$ cat config.mk
export PLATFORM = sky130hd
export DESIGN_NAME = lab5_fetch_stage
export DESIGN_NICKNAME = d
export VERILOG_FILES = /design/src/rtl/lab5_cpu_pkg.sv /design/src/rtl/lab5_next_pc.sv /design/src/rtl/lab5_fetch_stage.sv
export SDC_FILE = /design/constraint.sdc
export NUM_CORES = 1
export LEC_CHECK = 0
export ABC_AREA = 1
export CAP_MARGIN = 0
export CELL_PAD_IN_SITES_DETAIL_PLACEMENT = 1
export CELL_PAD_IN_SITES_GLOBAL_PLACEMENT = 2
export CORE_UTILIZATION = 23
export DETAILED_ROUTE_END_ITERATION = 10
export GPL_ROUTABILITY_DRIVEN = 0
export GPL_TIMING_DRIVEN = 0
export PLACE_DENSITY = 0.92
export SYNTH_ARGS = -nofsm -noshare
export SYNTH_HDL_FRONTEND = slang
export SYNTH_SLANG_ARGS = --single-unit
$ cat constraint.sdc
create_clock -name CLK -period 1.7 [get_ports CLK]
set_input_delay 0.34 -clock CLK [delete_from_list [all_inputs] [get_ports CLK]]
set_output_delay 0.34 -clock CLK [all_outputs]
set_load 0.01 [all_outputs]
$ cat src/rtl/lab5_cpu_pkg.sv
// Shared constants, fetch state encoding and IF/ID payload type for the lab5 16-bit CPU.
package lab5_cpu_pkg;

    localparam int unsigned ADDR_W  = 8;
    localparam int unsigned INSTR_W = 16;
    localparam int unsigned PC_STEP = 2;

    localparam logic [ADDR_W-1:0]  RESET_PC  = 8'h00;
    localparam logic [INSTR_W-1:0] HALT_WORD = 16'h0000;

    typedef enum logic {
        FETCH_RUN  = 1'b0,
        FETCH_HALT = 1'b1
    } fetch_state_e;

    typedef struct packed {
        logic [INSTR_W-1:0] instr;
        logic [ADDR_W-1:0]  pc;
        logic [ADDR_W-1:0]  pc_next;
    } ifid_t;

endpackage

$ cat src/rtl/lab5_next_pc.sv
// Combinational next-PC select: reset, redirect, hold or sequential step, always halfword aligned.
module lab5_next_pc
    import lab5_cpu_pkg::*;
(
    input  logic              reset,
    input  logic              redirect,
    input  logic              hold,
    input  logic [ADDR_W-1:0] pc,
    input  logic [ADDR_W-1:0] redirect_pc,
    output logic [ADDR_W-1:0] next_pc_c
);

    always_comb begin
        next_pc_c = pc;
        if (reset) begin
            next_pc_c = RESET_PC;
        end else if (redirect) begin
            next_pc_c = redirect_pc;
        end else if (!hold) begin
            next_pc_c = pc + ADDR_W'(PC_STEP);
        end
        // Instructions are halfword aligned; odd targets are truncated.
        next_pc_c[0] = 1'b0;
    end

endmodule

$ cat src/rtl/lab5_fetch_stage.sv
// Instruction-fetch stage: owns the PC, captures the instruction word into IF/ID,
// and handles stall, redirect-with-flush and halt on an empty memory word.
module lab5_fetch_stage
    import lab5_cpu_pkg::*;
(
    input  logic               CLK,
    input  logic               RESET,
    output logic [ADDR_W-1:0]  IMEM_ADDR,
    input  logic [INSTR_W-1:0] IMEM_Q,
    input  logic               STALL,
    input  logic               REDIRECT,
    input  logic [ADDR_W-1:0]  REDIRECT_PC,
    output logic [INSTR_W-1:0] IFID_INSTR,
    output logic [ADDR_W-1:0]  IFID_PC,
    output logic [ADDR_W-1:0]  IFID_PC_NEXT,
    output logic               IFID_VALID,
    output logic               HALTED
);

    fetch_state_e      state;
    fetch_state_e      next_state;
    logic [ADDR_W-1:0] pc;
    logic [ADDR_W-1:0] next_pc;
    logic              hold;
    ifid_t             ifid;
    ifid_t             ifid_d;
    logic              valid;
    logic              valid_d;

    lab5_next_pc u_next_pc (
        .reset       (RESET),
        .redirect    (REDIRECT),
        .hold        (hold),
        .pc          (pc),
        .redirect_pc (REDIRECT_PC),
        .next_pc_c   (next_pc)
    );

    always_ff @(posedge CLK) begin
        if (RESET) begin
            state <= FETCH_RUN;
        end else begin
            state <= next_state;
        end
    end

    // Priority below reset: redirect, halted, stall, halt-word detect, normal fetch.
    always_comb begin
        next_state = state;
        ifid_d     = ifid;
        valid_d    = valid;
        hold       = 1'b0;
        if (REDIRECT) begin
            next_state = FETCH_RUN;
            valid_d    = 1'b0;
        end else if (state == FETCH_HALT) begin
            hold    = 1'b1;
            valid_d = 1'b0;
        end else if (STALL) begin
            hold = 1'b1;
        end else if (IMEM_Q == HALT_WORD) begin
            next_state = FETCH_HALT;
            hold       = 1'b1;
            valid_d    = 1'b0;
        end else begin
            ifid_d.instr   = IMEM_Q;
            ifid_d.pc      = pc;
            ifid_d.pc_next = pc + ADDR_W'(PC_STEP);
            valid_d        = 1'b1;
        end
    end

    // The reset value comes through the next-PC select.
    always_ff @(posedge CLK) begin
        pc <= next_pc;
    end

    always_ff @(posedge CLK) begin
        if (RESET) begin
            ifid  <= '0;
            valid <= 1'b0;
        end else begin
            ifid  <= ifid_d;
            valid <= valid_d;
        end
    end

    assign IMEM_ADDR    = pc;
    assign IFID_INSTR   = ifid.instr;
    assign IFID_PC      = ifid.pc;
    assign IFID_PC_NEXT = ifid.pc_next;
    assign IFID_VALID   = valid;
    assign HALTED       = (state == FETCH_HALT);

endmodule
==> results of run 1 <==
-- area by class of cell --
cell class | instances | area [um^2]
plain buffers | 15 | 126.4
clock buffers | 6 | 82.58
clock inverters | 1 | 5.005
fillers | 1048 | 5244
inverters | 42 | 157.7
multi-input cells | 204 | 910.9
flip-flops and latches | 39 | 787.0
well taps | 105 | 131.4
repair buffers | 69 | 730.7
-- cells in the mapped netlist --
library cell	number	area (um^2)
a21oi_1	7	35.03
a21oi_2	2	17.52
and2_1	1	6.260
buf_1	2	7.510
buf_2	2	10.01
buf_4	3	22.52
buf_6	2	22.52
buf_8	3	45.04
clkbuf_1	3	11.26
clkinv_1	1	3.750
conb_1	1	3.750
dfxtp_1	39	780.8
ha_1	1	12.51
inv_1	41	153.9
nand2_1	91	341.6
nand2_2	3	18.77
nand2_4	1	11.26
nand3_1	13	65.06
nand3_4	1	17.52
nand4_1	6	37.54
nor2_1	63	236.5
nor2_2	2	12.51
nor2_4	1	11.26
o21ai_0	5	25.02
o21ai_1	1	5.000
xnor2_1	2	17.52
xor2_1	1	8.760
-- sequential cells by signal, summed over array words and instances (netlist names) --
name,flops
IFID_PC_NEXT,7
IMEM_ADDR,7
IFID_PC,7
IFID_VALID,1
IFID_INSTR,16
HALTED,1
-- per-layer routing --
layer	up-vias	track usage	wire (um)
met3	8	0.02751	244
met2	49	0.2299	2661
met5	-	0	0
li1	1038	-	-
met4	0	0.04615	50
met1	912	0.1733	2772
-- cell families (layout without fill, tap and decap cells) --
logic type,count (synthesis),in the layout
other,1,3
adder cells (fa/ha/maj),1,1
AND/OR/NAND/NOR,182,182
flip-flops,39,39
AO/OA/AOI/OAI,15,15
buffers and inverters,57,133
XOR/XNOR,3,3
-- path summary, 6_finish.rpt --
path | endpoint | start
worst max-delay path | IMEM_ADDR[6] | IMEM_ADDR[6]
worst min register to register | IFID_PC_NEXT[7] | IFID_PC_NEXT[7]
worst max register to register | IMEM_ADDR[7] | IMEM_ADDR[2]
worst min-delay path | IMEM_ADDR[2] | RESET
-- worst reg2reg max path, cell delays in order, from the launching register on --
cell and delay (ns):
dfxtp_2 0.40, ha_1 0.24, nand2_1 0.07, nor2_1 0.12, nand2_1 0.08, nand2_1 0.06, nand3_1 0.09, nand2_1 0.08
nand2_1 0.06, a21oi_1 0.11
-- repair_timing --
item | 4_1_cts | 5_1_grt
hold buffers | 0 | 0
gates cloned | 0 | 3
setup buffers | 0 | 2
pin swaps | 0 | 4
gates resized for setup | 2 | 11
setup endpoints to repair | 2 | 36
-- power by group through the flow --
stage	Sequential, mW	Clock, mW	Combinational [mW]
floorplan	1.05	0	0.201
global placement	1.03	0	0.451
detailed placement	1.04	0	0.460
CTS	1.02	0.683	0.463
global route	1.02	0.713	0.535
finish	1.01	0.644	0.481
==> reports/summary.md, run 1 <==
The flow ran to the end, and the final reports show no timing, DRC or antenna violations. The number of distinct library cells after synthesis is 27. From bottom edge to top edge, the die measures 93.86 um.

The kind of launch point of the worst setup path was a register. The slowest stage of the critical path is the clkdlybuf4s50_1 cell. The cell depth of the worst setup path came out at 1. The tools report the number of slew-limit violations in the final report as 0. The starting density of the core was 0.2374; the post-synthesis to final-layout area growth was 51.06%. After the last flow step, the layout net total stands at 405. The part of the power in combinational logic was 0.225; the register bit count reported by yosys was 39. The via density per instance works out to 4.173.

In this run the remaining antenna-violating nets after routing total 0. The proportion of power drawn by the clock network was 0.301; the post-route setup TNS was 0 ns. The first TritonRoute pass finished after 4 iterations. The tools report the part of the total power dissipated in sequential elements as 0.474. The quantity of I/O buffers inserted on ports was 64.

The number of standard cells in the final layout excluding fillers came out at 481. The path class of the tightest hold or removal check is in2reg. The internal power is 1.547 mW, and the number of cells on the worst reg-to-reg path is 9. The signal on the critical path passes through clkdlybuf4s50_1. The run gives -0.3062 ns as the pre-CTS setup slack. Cell area power density: 730.1 nW/um^2. Setup repair after global routing could not meet its margin everywhere. Max-cap violations in this run came to 0. The endpoint required time on the critical path is 1.36 ns. Counting every instance in the synthesized netlist gives 298. The clock reaches the later pin of the worst-skew pair after 0.30 ns. The longest clock path from root to sink contains 2 buffers. In this run the worst path has a maximum fanout of 5. The final critical-path share of the clock period was 0.9688.

The hold-critical path depth is 2. The maximum cell stage delay along the critical path was 0.57 ns. The number of global-route vias before repair is 1,949. The kind of end point of the critical path is an output port. The finished cells cover 2932 um^2.

For this run, the top clock speed supported by timing is 0.6072 GHz. The proportion of layout cells with a drive suffix above 1 was 0.1090; the number of violations reported at the end of detailed-routing iteration 0 was 52. Worst setup skew after layout: 0.01494 ns. The floorplan step defined a core boundary enclosing 8175 um^2. Summed over all nets, the half-perimeter wirelength after detailed placement is 4273 um. The count of warnings emitted by yosys is 0, and the clock transition at the registers of the reported paths is 0.09 ns.

For this run, design rule violations remaining after detail routing come to 0. The static power due to leakage was 1.356 nW; the number of H-tree levels was 2. The wire length per cell was 11.91 um. The design draws 2.140 mW. The share of cell area taken by muxes after synthesis was 0; the worst hold margin was 0.3910 ns. The number of buffer and inverter instances along the worst setup path works out to 1. The worst path arrival time is 1.31 ns. Broken down by cell family, the worst path's largest delay share belongs to buffers and inverters. The via total after detailed routing came out at 2,007.

The final period demand of the worst path was 1.647 ns. The post-route core utilization is 0.3586, and the row count is 33. The run gives 0 as the count of inserted antenna diode cells. The cell area that synthesis handed to floorplanning was 1941 um^2. The xor and xnor area share after synthesis is 0.01354, and the largest net degree at the start of global routing is 12. During I/O placement, the number of pins put on the boundary was 70. For the worst-case vdd ir drop, the log shows 0.2511 mV. Complex-gate fraction of the synthesized area: 0.04255. The number of placed cells counting well taps came out at 469. Type of the setup path with the least slack: reg2out.

The tools report the root cell of the clock tree as clkbuf_8. In this run the power spent charging and discharging nets is 593.3 uW. The floorplan step defined a die boundary enclosing 8809 um^2.

By area, the combinational part of the netlist is dominated by simple AND/OR/NAND/NOR gates. The final number of hold-violating endpoints is 0. The switching power share of the total is 0.2772.

Leaving out fill and tap cells, the most frequent cell in the layout is nand2_1. The area fraction in and, or, nand and nor cells after synthesis is 0.3907. The run gives 0.32 ns as the minimum setup slack among reg-to-reg paths. The tools report the sequential cell area fraction in the yosys report as 0.4023.

Each instance of the synthesized netlist takes up on average 6.512 um^2. The logs give 0.1368 for the total global routing track utilization and 5728 um for the total wire length after detailed routing. The tools report the total congestion overflow as 0. The top cell types in the final layout, fill and taps aside, are nand2_1 (89), clkdlybuf4s50_1 (64), nor2_1 (61). The transition time at the pin with the least slew margin is 0.5600 ns.

For the global-route wire length before repair, the log shows 9294 um. The tools report the number of antenna violations at the first check in global routing as 0. The fraction of the mapped netlist area in adder cells works out to 0.006447. The width of the chip was 93.86 um. TritonCTS built the clock tree.

Counting every sink on the clock net gives 39. Once placement finished, the instance area stood at 2720 um^2. The tools report the CTS buffer count as 5. The logs give 0.05311 ns for the worst setup slack after layout and 0 for the total setup violations reported at the end of the flow.

Normalized max-slew margin: 0.6267.
No activity file was read; power rests on OpenSTA's default activity.
==> run 2, diff against run 1 <==
--- a/config.mk
+++ b/config.mk
@@ -9,6 +9,7 @@
 export CAP_MARGIN = 0
 export CELL_PAD_IN_SITES_DETAIL_PLACEMENT = 1
 export CELL_PAD_IN_SITES_GLOBAL_PLACEMENT = 2
+export CORE_MARGIN = 2
 export CORE_UTILIZATION = 23
 export DETAILED_ROUTE_END_ITERATION = 10
 export GPL_ROUTABILITY_DRIVEN = 0
==> reports/summary.md, run 2 (synthesized netlist as in run 1, its figures left out) <==
In this run the static leakage power is 1.301 nW. From synthesis to final layout, the design area changed by 45.39%. On the worst path, the slowest cell contributes a delay of 0.58 ns. For the worst setup path, the data required time is 1.36 ns. The clock transition at the registers of the reported paths was 0.08 ns; the remaining design rule violation count was 0.

The tools report the net switching component of the power as 596.1 uW. The run gives 0.487 as the part of the total power dissipated in sequential elements. Final hold analysis gives a worst-case slack of 0.4130 ns.

Entering global routing, the biggest net connects 11 pins. The number of antenna violations at the first check in global routing was 0. Setup violations remaining at the end of the flow were counted as 0. The first TritonRoute pass finished after 4 iterations. On the final layout, the worst clock skew is 0.008454 ns. The run finished with clean final reports. The floorplan has 33 rows. Clock tree synthesis selected as its root buffer the cell clkbuf_8.

The signal on the critical path passes through clkdlybuf4s50_1. The worst setup path is launched from a register. The logs give 0.6419 for the normalized max-slew margin and 4424 um for the detailed placement HPWL. The height of the die works out to 95.86 um. After layout, the design draws a total of 2.083 mW. The tools report the part of the power in combinational logic as 0.223. Port buffering added 64 buffers. The first routing iteration left 32 violations. The library cell used most frequently in the layout, excluding fill and tap cells, is nand2_1.

The logs give 2 for the worst-case clock buffer depth and 0 for the total congestion overflow. Post-layout instance area: 2821 um^2. The kind of cell adding the most delay to the critical path was buffers and inverters. The tools report the count of inserted antenna diode cells as 0. The number of slew-limit violations in the final report is 0, and the transition time at the pin with the least slew margin is 0.5371 ns. The CTS buffer count came out at 5. The area enclosed by the die boundary came out at 9188 um^2. The final number of hold-violating endpoints was 0.

The routed design could run at a clock period as short as 1.656 ns. For this design the top-level I/O count stands at 70. The post-route antenna net violation count is 0. The logs give 2,010 for the via total after detailed routing and 9425 um for the global-route wire length before repair.

The via density per instance works out to 4.223. The critical path in this run is classified as reg2out. The logs give 0.1329 for the total global routing track utilization and 0.2362 for the starting density of the core. The run gives 2,006 as the number of global-route vias before repair.

The width of the chip is 95.86 um. In the layout the commonest cells are nand2_1 (90), clkdlybuf4s50_1 (64), nor2_1 (62). TritonCTS built the clock tree.

The switching power share of the total is 0.2862, and the highest clock rate is 0.6040 GHz. The proportion of power drawn by the clock network is 0.290. Setup slack on the critical path of the routed design comes to 0.04431 ns.

Wires add up to 5880 um. The number of buffer and inverter instances along the worst setup path is 1. The cell depth of the worst setup path works out to 1. The number of cells on the worst reg-to-reg path is 9. Class of the worst hold path: in2reg. For the standard cell area after detailed placement, the log shows 2720 um^2. The proportion of layout cells with a drive suffix above 1 works out to 0.08356.

For the worst path arrival time, the log shows 1.32 ns. The post-route setup TNS was 0 ns. The slowest stage of the critical path belongs to the cell clkdlybuf4s50_1. In the final design database the tool counted 401 nets. Internal power: 1.487 mW. In this run the number of H-tree levels came out at 2.

Setup repair after global routing left no endpoint under its margin. The final critical-path share of the clock period works out to 0.9739. For this design the ratio of total power to cell area is 738.2 nW/um^2. The clock net in this run drives a total of 39 sinks. The worst-case IR drop observed on VDD is 0.2286 mV.

The flip-flop count of the largest register after layout is 16. The total core area was 8217 um^2; the wire length per cell was 12.35 um. The pre-CTS setup slack came out at -0.3477 ns. The worst setup path is captured at an output port. Max-cap violations in this run came to 0.

The hold-critical path depth came out at 2. The clock insertion delay at the later pin of the skew report was 0.29 ns; the largest driver fanout on the critical path was 5.
## run 2: metal layers
metal	vias to the layer above	track usage	routed length, um
met5	-	0	0
met4	0	0.03929	68
met3	5	0.03602	341
met2	51	0.2296	2786
met1	928	0.1608	2683
li1	1026	-	-
## run 2: what timing repair did
action	CTS	global route
setup endpoints to repair	9	14
buffers inserted	0	1
pin swaps	0	0
hold buffers	0	0
gates resized for setup	3	5
## run 2: path summary, 6_finish.rpt
kind	startpoint	endpoint	slack (ns)
setup / recovery	IMEM_ADDR[6]	IMEM_ADDR[6]	0.04
hold / removal	RESET	IMEM_ADDR[1]	0.41
setup reg to reg	IMEM_ADDR[1]	IFID_PC_NEXT[7]	0.29
hold reg to reg	IFID_PC_NEXT[1]	IFID_PC_NEXT[1]	0.47
## run 2: through the flow
stage / utilization / cells
floorplan: - / 300
global placement: 0.3310 / 469
detailed placement: 0.3310 / 469
CTS: 0.3405 / 475
global route: 0.3434 / 476
finish: 0.3434 / 476
## run 2: cell type report
type                            count  area (um^2)
Buffer                             15        126.4
Inverter                           42        157.7
Sequential cell                    39        784.5
Multi-Input combinational cell    204        900.9
Fill cell                        1054         5395
Tap cell                          105        131.4
Clock buffer                        6        72.57
Timing Repair Buffer               65        648.1
## run 2: power groups by stage
stage / sequential, mW / combinational [mW] / clock, mW
floorplan: 1.05 / 0.201 / 0
global placement: 1.03 / 0.453 / 0
detailed placement: 1.03 / 0.463 / 0
CTS: 1.01 / 0.467 / 0.626
global route: 1.02 / 0.524 / 0.666
finish: 1.01 / 0.464 / 0.605
==> run 3, diff against run 2 <==
--- a/config.mk
+++ b/config.mk
@@ -12,7 +12,7 @@
 export CORE_MARGIN = 2
 export CORE_UTILIZATION = 23
 export DETAILED_ROUTE_END_ITERATION = 10
-export GPL_ROUTABILITY_DRIVEN = 0
+export GPL_ROUTABILITY_DRIVEN = 1
 export GPL_TIMING_DRIVEN = 0
 export PLACE_DENSITY = 0.92
 export SYNTH_ARGS = -nofsm -noshare
==> results of run 3 <==
The final DEF is identical to that of run 2; final timing and power are the same.
==> edit, RTL diff (settings of run 3) <==
The package constant `ADDR_W` goes from 8 to 7.
--- a/src/rtl/lab5_cpu_pkg.sv
+++ b/src/rtl/lab5_cpu_pkg.sv
@@ -2,5 +2,5 @@
 package lab5_cpu_pkg;
 
-    localparam int unsigned ADDR_W  = 8;
+    localparam int unsigned ADDR_W  = 7;
     localparam int unsigned INSTR_W = 16;
     localparam int unsigned PC_STEP = 2;
Ports: changed (resized IFID_PC, IFID_PC_NEXT, IMEM_ADDR and REDIRECT_PC); port bits go from 70 to 66. The function was not compared with the original's and may differ.
==> edit against run 3 <==
  * Combinational power decreased by 10%
  * Final cell count is 8.6% lower
  * Design area decreased by 8.9%
  * Global-route usage is 0.70 points lower
  * Hold slack improved by 0.055 ns
  * Synthesized area down 12%
  * Routed wire length decreased by 16%
  * Total power fell by 8.5%
  * Clock skew is 0.0030 ns lower
  * Sequential cell count shrank 3
  * Synthesized cell count fell by 11%
  * Setup slack better by 0.048 ns
  * Non-clock buffer count down 4
  * Critical endpoint unchanged
==> edit: results (changes against run 3) <==
| Metric | Value |
|---|---|
| Sequential cell count | `36 (-7.7%)` |
| Top post-synthesis cells by area | `dfxtp_1 42%, nand2_1 18%, nor2_1 13%` |
| Min-delay src | `IFID_PC_NEXT[6]$_SDFFE_PP0P_` |
| R2R Path End | `IMEM_ADDR[5]$_SDFFE_PP0P_` |
| Status | `finished, final reports clean` |
| First-pass GRT wire length | `8.362 mm (-11%)` |
| Clk slew on worst S/H paths | `around 0.07 ns` |
| Fraction of cell area in non-clock buffers | `28.13% (+0.68 points)` |
| I/O Buffers | `61 (-4.7%)` |
| Synth Area in Compound Gates | `4.237% (-0.019 points)` |
| Worst R2R Start | `IMEM_ADDR[2]$_SDFFE_PP0P_` |
| Sequential share of the synthesized area | `42.07% (+1.8 points)` |
| Hold WS | `0.4675 ns (+0.05453 ns)` |
| Routability Congestion | `0.7625 (-3.2%)` |
| #MultiIn Comb | `183 (-10%)` |
| Dpl hpwl | `3.788 mm (-14%)` |
| Post-DR vias/cell | `4.002 (-5.2%)` |
| FF-to-FF setup slack | `0.44 ns (+0.15 ns)` |
| Final net count | `366 (-8.7%)` |
| Synth top cells by count | `80 x nand2_1, 60 x nor2_1, 36 x dfxtp_1` |
| Worst Skew | `0.005477 ns (-0.002977 ns)` |
| Leakage power | `1.192 nW (-8.4%)` |
| Met2 usage | `20.55% (-2.4 points)` |
| Vias in the first global route | `1779 (-11%)` |
| DRT iter0 DRCs | `57 (+78%)` |
| Worst vdd ir | `0.0002970 V (+30%)` |
| Met3 Usage GRT | `3.840% (+0.24 points)` |
| Worst r2r path cells | `7 (-2)` |
| DR WL/cell | `11.41 um (-7.7%)` |
| Worst Hold End | `IFID_PC_NEXT[6]$_SDFFE_PP0P_` |
| Nonclk inv count | `36 (-14%)` |
| Fraction of area in multi-input gates | `30.90% (-1.0 points)` |
| Synth Area in Adders | `0.7305% (+0.086 points)` |
| Total track usage | `12.58% (-0.70 points)` |
| Number of non-clock buffers | `76 (-5.0%)` |
| ClkCell Share | `2.676% (+0.10 points)` |
==> edit: cell types whose count changed after synthesis, moves of 2 or more <==
cell     change
nand2_2      -2
nand2_1     -11
dfxtp_1      -3
nor2_1       -3
buf_8        -3
nand3_1      -3
inv_1        -6
a21oi_2      -2
==> edit: cell families (layout without fill, tap and decap cells) <==
logic type      count (synthesis)  after routing
other cells                     1              3
fa+ha+maj                       1              1
buf+inv                        49            117
compound gates                 14             14
simple gates                  160            160
xor+xnor                        5              5
flops                          36             36
==> edit: power by group <==
group	switching (mW)	leakage (nW)	internal, mW
Combinational	0.196	0.858	0.221
Sequential	0.0384	0.298	0.899
Clock	0.287	0.0359	0.264
Total	0.521	1.19	1.38
==> edit: what timing repair did <==
action | CTS | global route
setup buffers | 0 | 2
endpoints found under the hold margin | 0 | 0
pin swaps | 0 | 1
endpoints found under the setup margin | 8 | 25
resized for setup | 3 | 7
==> edit: through the flow <==
stage | setup slack [ns] | TNS (ns) | power, mW | cells | instance area (um2)
floorplan | 0.4346 | 0 | 1.144 | 268 | 1720
global placement | -0.3284 | -6.302 | 1.358 | 428 | 2455
detailed placement | -0.3693 | -7.003 | 1.369 | 428 | 2455
CTS | 0.01219 | 0 | 1.931 | 433 | 2529
global route | -0.01681 | -0.03299 | 2.023 | 435 | 2571
finish | 0.09262 | 0 | 1.905 | 435 | 2571
==> edit: routing by layer <==
layer | vias to the layer above | part of all wire, %
met5 | - | 0
met3 | 5 | 5.3
li1 | 926 | -
met4 | 0 | 0.81
met2 | 51 | 45
met1 | 759 | 49
